### src/rtl/sync_rx_if.sv
// SYNC monitor bus: the raw SYNC line in, measurement and status pulses out.
interface sync_rx_if #(
  parameter int unsigned CNT_W = 10
);
  logic             sync_in;
  logic             sync_rise;
  logic [CNT_W-1:0] period;
  logic             period_vld;
  logic             locked;
  logic             err;
  logic             timeout;

  modport master (
    input  sync_in,
    output sync_rise, period, period_vld, locked, err, timeout
  );

  modport slave (
    output sync_in,
    input  sync_rise, period, period_vld, locked, err, timeout
  );
endinterface

### src/rtl/sync_rx_monitor.sv
// Receive-side SYNC checker: synchronises SYNC, measures rise-to-rise period,
// tracks lock over consecutive good periods and flags period errors and loss of SYNC.
module sync_rx_monitor #(
  parameter int unsigned NOM_PERIOD = 184,
  parameter int unsigned TOL        = 4,
  parameter int unsigned LOCK_CNT   = 4,
  parameter int unsigned TIMEOUT    = 368,
  parameter int unsigned CNT_W      = 10
) (
  input logic       clk,
  input logic       rst,
  sync_rx_if.master bus
);

  localparam int unsigned GC_W = $clog2(LOCK_CNT + 1);
  localparam int unsigned EW   = CNT_W + 1;

  localparam logic [EW-1:0]    LO_LIM  = EW'(NOM_PERIOD - TOL);
  localparam logic [EW-1:0]    HI_LIM  = EW'(NOM_PERIOD + TOL);
  localparam logic [EW-1:0]    TMO_LIM = EW'(TIMEOUT);
  localparam logic [CNT_W-1:0] CNT_MAX = {CNT_W{1'b1}};
  localparam logic [GC_W-1:0]  GC_LOCK = GC_W'(LOCK_CNT);

  typedef enum logic [1:0] {IDLE, ACQ, LOCKED} state_t;

  state_t           state, state_n;
  logic             s1, s2, s3;
  logic             rise_c;
  logic [CNT_W-1:0] cnt, cnt_n;
  logic [EW-1:0]    cnt_p1_c;
  logic             good_c;
  logic [GC_W-1:0]  good_cnt, good_cnt_n, good_inc_c;

  logic             sync_rise_q, period_vld_q, period_vld_n;
  logic             locked_q, err_q, err_n, timeout_q, timeout_n;
  logic [CNT_W-1:0] period_q, period_n;

  assign rise_c     = s2 & ~s3;
  assign cnt_p1_c   = {1'b0, cnt} + EW'(1);
  assign good_c     = (cnt_p1_c >= LO_LIM) && (cnt_p1_c <= HI_LIM);
  assign good_inc_c = good_cnt + GC_W'(1);

  // Next-state and next-output logic; a rise always takes priority over timeout.
  always_comb begin
    state_n      = state;
    good_cnt_n   = good_cnt;
    cnt_n        = (cnt == CNT_MAX) ? cnt : cnt + CNT_W'(1);
    period_n     = period_q;
    period_vld_n = 1'b0;
    err_n        = 1'b0;
    timeout_n    = 1'b0;

    if (rise_c) begin
      cnt_n = '0;
      if (state != IDLE) begin
        period_vld_n = 1'b1;
        period_n     = CNT_W'(cnt_p1_c);
      end
      case (state)
        IDLE: begin
          state_n    = ACQ;
          good_cnt_n = '0;
        end
        ACQ: begin
          if (good_c) begin
            good_cnt_n = good_inc_c;
            if (good_inc_c == GC_LOCK) state_n = LOCKED;
          end else begin
            err_n      = 1'b1;
            good_cnt_n = '0;
          end
        end
        LOCKED: begin
          if (!good_c) begin
            err_n      = 1'b1;
            state_n    = ACQ;
            good_cnt_n = '0;
          end
        end
        default: state_n = IDLE;
      endcase
    end else if ((state != IDLE) && (cnt_p1_c == TMO_LIM)) begin
      timeout_n  = 1'b1;
      state_n    = IDLE;
      good_cnt_n = '0;
      cnt_n      = '0;
    end
  end

  always_ff @(posedge clk or negedge rst) begin
    if (!rst) begin
      s1           <= 1'b0;
      s2           <= 1'b0;
      s3           <= 1'b0;
      state        <= IDLE;
      cnt          <= '0;
      good_cnt     <= '0;
      sync_rise_q  <= 1'b0;
      period_q     <= '0;
      period_vld_q <= 1'b0;
      locked_q     <= 1'b0;
      err_q        <= 1'b0;
      timeout_q    <= 1'b0;
    end else begin
      s1           <= bus.sync_in;
      s2           <= s1;
      s3           <= s2;
      state        <= state_n;
      cnt          <= cnt_n;
      good_cnt     <= good_cnt_n;
      sync_rise_q  <= rise_c;
      period_q     <= period_n;
      period_vld_q <= period_vld_n;
      locked_q     <= (state_n == LOCKED);
      err_q        <= err_n;
      timeout_q    <= timeout_n;
    end
  end

  assign bus.sync_rise  = sync_rise_q;
  assign bus.period     = period_q;
  assign bus.period_vld = period_vld_q;
  assign bus.locked     = locked_q;
  assign bus.err        = err_q;
  assign bus.timeout    = timeout_q;

endmodule

### src/flat_wrapper.sv
// flat-port wrapper written by rule: the top's interface ports become plain ports
module sync_rx_monitor_flat 
#(
  parameter int unsigned NOM_PERIOD = 184,
  parameter int unsigned TOL        = 4,
  parameter int unsigned LOCK_CNT   = 4,
  parameter int unsigned TIMEOUT    = 368,
  parameter int unsigned CNT_W      = 10
)
  (clk, rst, bus_sync_in, bus_sync_rise, bus_period, bus_period_vld, bus_locked, bus_err, bus_timeout);
  sync_rx_if #(.CNT_W(CNT_W)) bus_i ();
  input logic clk;
  input logic rst;
  input wire logic [$bits(bus_i.sync_in)-1:0] bus_sync_in;
  output wire logic [$bits(bus_i.sync_rise)-1:0] bus_sync_rise;
  output wire logic [$bits(bus_i.period)-1:0] bus_period;
  output wire logic [$bits(bus_i.period_vld)-1:0] bus_period_vld;
  output wire logic [$bits(bus_i.locked)-1:0] bus_locked;
  output wire logic [$bits(bus_i.err)-1:0] bus_err;
  output wire logic [$bits(bus_i.timeout)-1:0] bus_timeout;
  assign bus_i.sync_in = bus_sync_in;
  assign bus_sync_rise = bus_i.sync_rise;
  assign bus_period = bus_i.period;
  assign bus_period_vld = bus_i.period_vld;
  assign bus_locked = bus_i.locked;
  assign bus_err = bus_i.err;
  assign bus_timeout = bus_i.timeout;
  sync_rx_monitor #(.NOM_PERIOD(NOM_PERIOD), .TOL(TOL), .LOCK_CNT(LOCK_CNT), .TIMEOUT(TIMEOUT), .CNT_W(CNT_W)) u_core (.clk(clk), .rst(rst), .bus(bus_i));
endmodule
### config.mk
export PLATFORM = sky130hd
export DESIGN_NAME = sync_rx_monitor_flat
export DESIGN_NICKNAME = d
export VERILOG_FILES = /design/src/rtl/sync_rx_if.sv /design/src/rtl/sync_rx_monitor.sv /design/src/flat_wrapper.sv
export SDC_FILE = /design/constraint.sdc
export NUM_CORES = 1
export LEC_CHECK = 0
export BUFFER_PORTS_ARGS = -buffer_cell sky130_fd_sc_hd__clkbuf_2
export CAP_MARGIN = 10
export CORE_MARGIN = 8
export CORE_UTILIZATION = 54
export DETAILED_ROUTE_END_ITERATION = 16
export GPL_TIMING_DRIVEN = 0
export PLACE_DENSITY = 0.8
export RECOVER_POWER = 100
export SYNTH_ARGS = -nofsm -noshare
export SYNTH_HDL_FRONTEND = slang
export SYNTH_SLANG_ARGS = --single-unit
### constraint.sdc
create_clock -name clk -period 3.2 [get_ports clk]
set_clock_uncertainty 0.15 [all_clocks]
set_input_delay 0.48 -clock clk [delete_from_list [all_inputs] [get_ports clk]]
set_output_delay 0.48 -clock clk [all_outputs]
set_load 0.01 [all_outputs]
==> results of run 1 <==
## where the power goes
part	internal [uW]	switching (uW)
Sequential	510	66.9
Clock	103	143
Combinational	157	239
## flip-flops by register name, summed over array words and instances (netlist names)
signal	count
u_core.s2	1
u_core.s3	1
u_core.bus.period_vld	1
u_core.state	2
u_core.bus.err	1
u_core.cnt	10
u_core.bus.period	10
u_core.bus.locked	1
u_core.s1	1
u_core.good_cnt	3
u_core.bus.sync_rise	1
u_core.bus.timeout	1
## per-stage QoR
stage	worst slack, ns	hold slack (ns)	instances	power [uW]	area, um2
global route	0.3204	0.06459	243	1313	1907
floorplan	0.8595	0.03441	175	850.7	1737
CTS	0.5245	0.07411	243	1252	1936
detailed placement	0.5578	0.1862	236	1003	1877
global placement	0.6470	0.1848	236	978.4	1877
finish	0.4818	0.09606	243	1219	1907
## worst min path at each step
stage	to	start
6_report	u_core.s1	bus_sync_in
3_5_place_dp	u_core.s2	u_core.s1
2_1_floorplan	u_core.bus.err	rst
4_1_cts	u_core.bus.err	rst
3_3_place_gp	u_core.s2	u_core.s1
5_1_grt	u_core.s1	bus_sync_in
## final cells by class
class                      count  area, um2  area share [%]
buffer                         6      42.54           2.231
clock buffer                   6      51.30           2.690
inverter                       7      26.28           1.378
multi-input combinational    129      833.3           43.70
timing repair buffer          17      65.06           3.412
clock inverter                 1      7.507          0.3937
tap                           44      55.05           2.887
sequential                    33      825.8           43.31
## routing by layer
| metal | vias up | wire [um] |
|---|---|---|
| met5 | - | 0 |
| met4 | 0 | 55 |
| met3 | 9 | 185 |
| met2 | 34 | 1861 |
| met1 | 698 | 1630 |
| li1 | 664 | - |
## cells by family after synthesis
group                    after synthesis  share of synthesized area, %
AO/OA/AOI/OAI                         45                         17.58
XOR/XNOR                              11                         5.547
adder cells (fa/ha/maj)                8                         5.764
buffers and inverters                 13                         3.963
flip-flops                            33                         47.55
multiplexers                           1                        0.6484
AND/OR/NAND/NOR                       64                         18.95
## critical path: stages, from the launching register on
cell	delay, ns
dfrtp_1	0.51
ha_1	0.26
buf_6	0.14
and4_1	0.22
and2_0	0.22
o32a_1	0.22
a211oi_4	0.45
o221ai_1	0.26
a311oi_2	0.22
## cell usage in the layout, fill, tap and decap left out, types with 2 or more instances in the layout
master    netlist  routed
clkbuf_4        0       5
nand2_1        14      14
clkbuf_1        2      18
inv_1           7       7
buf_6           2       2
nand2b_1        3       3
o32ai_1         2       2
and2_1          3       2
nand4_1         4       4
nor2_1         19      20
nand3_1         5       5
xor2_1          4       4
a31oi_1         2       2
a21oi_1        14      14
nor3_1          3       3
o22ai_1         2       2
a21boi_0        2       2
o31ai_1         2       2
xnor2_1         7       7
dfrtp_1        33      33
o21ai_0        10      11
o21a_1          2       2
ha_1            8       8
nor2b_1         3       3
or4b_1          2       2
==> flow_summary.yaml, run 1 <==
synthesis:
  ys_top_cells_by_area: "dfrtp_1 (48%), ha_1 (5.8%), nor2_1 (4.1%)"
  netlist.top_cell.by_area: "dfrtp_1"
  synth_cell_types: 44
  synthMostInstantiatedCell: "dfrtp_1"
  count_of_flip_flops_with_a_built_in_enable_after_synthesis: 0
  ys_async_sr_fraction_pct: 100.0
  synthDominantCellAreaShare_pct: 47.55
  syn-num-nets: 186
  syn-cell-area_um2: 1737
  synth.ff_latch_count: 33
  synth-seq-area-share_pct: 47.55
  synthesis.area_per_instance_um2: 9.924
  synth.yosys.warnings: 0
  postSynthCellCount: 175
  synth_commonest_cells: "dfrtp_1 (33), nor2_1 (19), a21oi_1 (14), nand2_1 (14), o21ai_0 (10)"
  synthFlopType: "dfrtp_1"
floorplanning:
  core-area_um2: 3053
  row_count: 20
  initial_utilization_pct: 56.89
  io_pins: 18
  die_height_um: 72.71
  die_area_um2: 5287
  die_width_um: 72.71
finish:
  drive_above_1_share_pct: 9.045
  final_core_utilization_pct: 62.46
  n_antenna_cell: 0
  num-nets-final: 210
  flow.area_growth_from_synthesis_pct: 9.798
  fillerInstances: 280
drt:
  wl_per_cell_um: 15.36
  detailedRoute.firstIterationViolations: 71
  total_number_of_vias: 1405
  drt_first_pass_iters: 4
  remaining_drc_errors: 0
  drt_wl_total_um: 3733
  drt.antenna.violating_nets: 0
  drt-vias-per-instance: 5.782
worst_setup_path:
  critical_path_arrival_ns: 2.83
  timing.critical_path.from: "u_core.cnt[0]"
  cp-start-kind: "flip-flop"
  setup.reg_to_reg.worst_slack_ns: 0.48
  timing.reg2reg.worst_path_depth: 8
  critPathKind: "flip-flop to flip-flop"
  critical_path.reg2reg.startpoint: "u_core.cnt[0]"
  worst_ep_required_time_ns: 3.32
  cp-end-kind: "flip-flop"
  endpoint: "u_core.bus.locked"
  cp_max_fo: 9
  rr_endpoint: "u_core.bus.locked"
timing:
  timing.final.max_slew_violations: 34
  max_freq_mhz: 367.9
  rsz0062_at_grt: "no"
  final_period_minus_worst_setup_slack_ns: 2.718
  timing.final.hold_violations: 0
  timing_worst_slew_pin_value_ns: 1.738
  headroom_to_the_max_slew_limit_pct: -15.90
  setup_viol: 0
  post-route-period-util_pct: 84.94
  final.setup.tns_ns: 0
cts:
  clk-insertion-delay-late_ns: 0.35
  post_cts_resized: 0
  cts_buffer_depth: 2
  post_cts_hold_buffer_count: 0
  cts_buffers: 5
  numClockSinks: 33
  post_cts.repair.setup_buffers: 0
  clk_transition_reported_paths_ns: 0.11
  tritoncts: "yes"
  cts_root_buf: "clkbuf_4"
  htree_levels: 2
global_route:
  grt-ovfl-total: 0
  grtUsageTotal_pct: 15.83
  vias_in_the_first_global_route: 1425
  grt_busiest_layer: "met2"
  number_of_antenna_violations_at_the_first_check_in_global_routing: 0
  grt_max_degree: 34
  grtUsageMet2_pct: 25.75
  met3_grt_util_pct: 5.632
  global_route_wire_length_before_repair_um: 6575
  met1_usage_pct: 18.57
outcome:
  failed_checks: "capacitance limit, slew limit"
  outcome: "complete, but fails checks"
power_and_ir_drop:
  p_leak_uw: 0.0008097
  power_per_cell_area_nw_per_um2: 639.1
  worst_ir_drop_vdd_v: 0.0004006
placed_design:
  finalWeightedCongestion: 0.8457
  post-dp-hpwl_um: 2715
  buffer_ports.inserted: 17
run:
  max_cap_violations: 1
worst_hold_path:
  hold_path_depth: 1
  holdCritPathClass: "primary input to flip-flop"
No activity file was read; power rests on OpenSTA's default activity.
==> run 2, diff against run 1 <==
==> constraint.sdc (replaced) <==
create_clock -name clk -period 2.7 [get_ports clk]
set_clock_uncertainty 0.15 [all_clocks]
set_input_delay 0.405 -clock clk [delete_from_list [all_inputs] [get_ports clk]]
set_output_delay 0.405 -clock clk [all_outputs]
set_load 0.01 [all_outputs]
==> run 2 against run 1 <==
Net effect:
- the run still ends with capacitance limit, slew limit left
- first-iteration DRC count is 8.5% higher
- sequential power increased by 19%
- global-route usage up 0.086 points
- flip-flop and latch count stayed put
- clock power rose by 20%
- fmax is 6.7% higher
- critical endpoint unchanged
==> flow_summary.yaml, run 2 (synthesis results as in run 1) <==
placed_design:
  buffer_ports.inserted: 17
  placed_cells_incl_taps: 236
  post-dp-hpwl_um: 2715
  finalWeightedCongestion: 0.8457
outcome:
  outcome: "complete, but fails checks"
  failed_checks: "capacitance limit, slew limit"
drt:
  drt-vias-per-instance: 5.677
  remaining_drc_errors: 0
  detailedRoute.firstIterationViolations: 77
  total_number_of_vias: 1408
  wl_per_cell_um: 15.28
  drt_first_pass_iters: 4
  drt_wl_total_um: 3789
  drt.antenna.violating_nets: 0
floorplanning:
  row_count: 20
  io_pins: 18
  core-area_um2: 3053
  die_area_um2: 5287
  die_width_um: 72.71
  initial_utilization_pct: 56.89
  die_height_um: 72.71
worst_setup_path:
  cp-start-kind: "flip-flop"
  path_cells: "ha_1 > buf_6 > and4_1 > and2_1 > nand4_1 > a211oi_4 > buf_4 > nand2_1 > a311oi_2"
  critical_path.reg2reg.startpoint: "u_core.cnt[0]"
  critical_path.top_delay_family: "simple AND/OR/NAND/NOR gates"
  cp_max_fo: 9
  worst_ep_required_time_ns: 2.82
  critical_path_arrival_ns: 2.66
  critical_path.max_stage_delay_ns: 0.53
  slowest_stage: "dfrtp_1"
  timing.critical_path.from: "u_core.cnt[0]"
  critPathKind: "flip-flop to flip-flop"
  worstPathBufferInverterCount: 2
  cp-end-kind: "flip-flop"
global_route:
  vias_in_the_first_global_route: 1421
  met1_usage_pct: 18.99
  met3_grt_util_pct: 5.632
  grtUsageTotal_pct: 15.91
  number_of_antenna_violations_at_the_first_check_in_global_routing: 0
  grtUsageMet2_pct: 25.45
  grt_busiest_layer: "met2"
  global_route_wire_length_before_repair_um: 6610
  grt_max_degree: 34
  grt-ovfl-total: 0
finish:
  n_antenna_cell: 0
  layout.cells.most_common: "dfrtp_1"
  flow.area_growth_from_synthesis_pct: 13.04
  drive_above_1_share_pct: 11.76
  commonest_non_fill_non_tap_cells_in_the_layout: "dfrtp_1 (33), nor2_1 (20), clkbuf_1 (18), nand2_1 (14), a21oi_1 (14)"
  final-instance-count-excl-fill: 248
  num-nets-final: 215
timing:
  setup_viol: 0
  rsz0062_at_grt: "no"
  headroom_to_the_max_slew_limit_pct: -15.98
  final.setup.tns_ns: 0
  final_period_minus_worst_setup_slack_ns: 2.547
  max_freq_mhz: 392.5
  timing.final.max_slew_violations: 34
  post-route-period-util_pct: 94.35
  timing.final.hold_violations: 0
  timing_worst_slew_pin_value_ns: 1.740
cts:
  cts_buffers: 5
  cts_root_buf: "clkbuf_4"
  htree_levels: 2
  clk-insertion-delay-late_ns: 0.35
  cts_buffer_depth: 2
  clk_transition_reported_paths_ns: 0.11
  tritoncts: "yes"
  numClockSinks: 33
power_and_ir_drop:
  worst_ir_drop_vdd_v: 0.0004767
  power_per_cell_area_nw_per_um2: 740.3
  p_leak_uw: 0.0008385
worst_hold_path:
  holdCritPathClass: "flip-flop to flip-flop"
  worst_hold_startpoint: "u_core.s1"
run:
  max_cap_violations: 1
==> run 2: final cells by class <==
cell class / instances / area, um2
inverters: 7 / 26.28
clock inverters: 1 / 7.507
repair buffers: 22 / 107.6
fillers: 268 / 1090
flip-flops and latches: 33 / 825.8
clock buffers: 6 / 51.30
plain buffers: 6 / 42.54
well taps: 44 / 55.05
multi-input cells: 129 / 847.1
==> run 2: timing repair <==
| item | CTS | global route |
|---|---|---|
| hold buffers | 1 | 1 |
| setup buffers | 0 | 3 |
| gates resized for setup | 0 | 2 |
| endpoints found under the hold margin | 8 | 1 |
| endpoints found under the setup margin | 0 | 10 |
==> run 2: worst reg2reg max path, delay by kind of cell (launching register included) <==
kind	cells	cell delay (ns)
simple gates	4	0.75
flops	1	0.53
compound gates	2	0.52
buf+inv	2	0.31
fa+ha+maj	1	0.22
==> run 2: report_power, final <==
part           total, uW  internal [uW]  switching, uW  leakage (uW)
combinational        476            191            285      0.000385
sequential           683            604           79.5      0.000423
clock                294            122            172     0.0000303
total               1450            917            537      0.000838
==> run 2: layer usage <==
layer  wire [um]  up-vias
met5           0        -
met1        1682      686
met4          51        0
li1            -      681
met2        1869       34
met3         186        7
==> run 2: metrics by stage <==
step | area (um2) | setup slack [ns] | utilization (%) | total power (uW) | hold WS, ns
finish | 1963 | 0.1525 | 64.30 | 1453 | 0.2071
floorplan | 1737 | 0.3595 | - | 1008 | -0.04059
detailed placement | 1877 | 0.05781 | 61.48 | 1189 | 0.1862
global route | 1963 | 0.04459 | 64.30 | 1565 | 0.2145
CTS | 1946 | 0.02446 | 63.73 | 1485 | 0.007999
global placement | 1877 | 0.1470 | 61.48 | 1160 | 0.1848
==> run 2: final timing paths <==
kind,endpoint,slack (ns),cells past startpoint
min in group asynchronous,u_core.state[0],0.93,2
worst min register to register,u_core.s2,0.21,0
max in group asynchronous,u_core.cnt[4],0.45,2
worst min-delay path,u_core.s2,0.21,0
worst max-delay path,u_core.bus.locked,0.15,9
worst max register to register,u_core.bus.locked,0.15,9
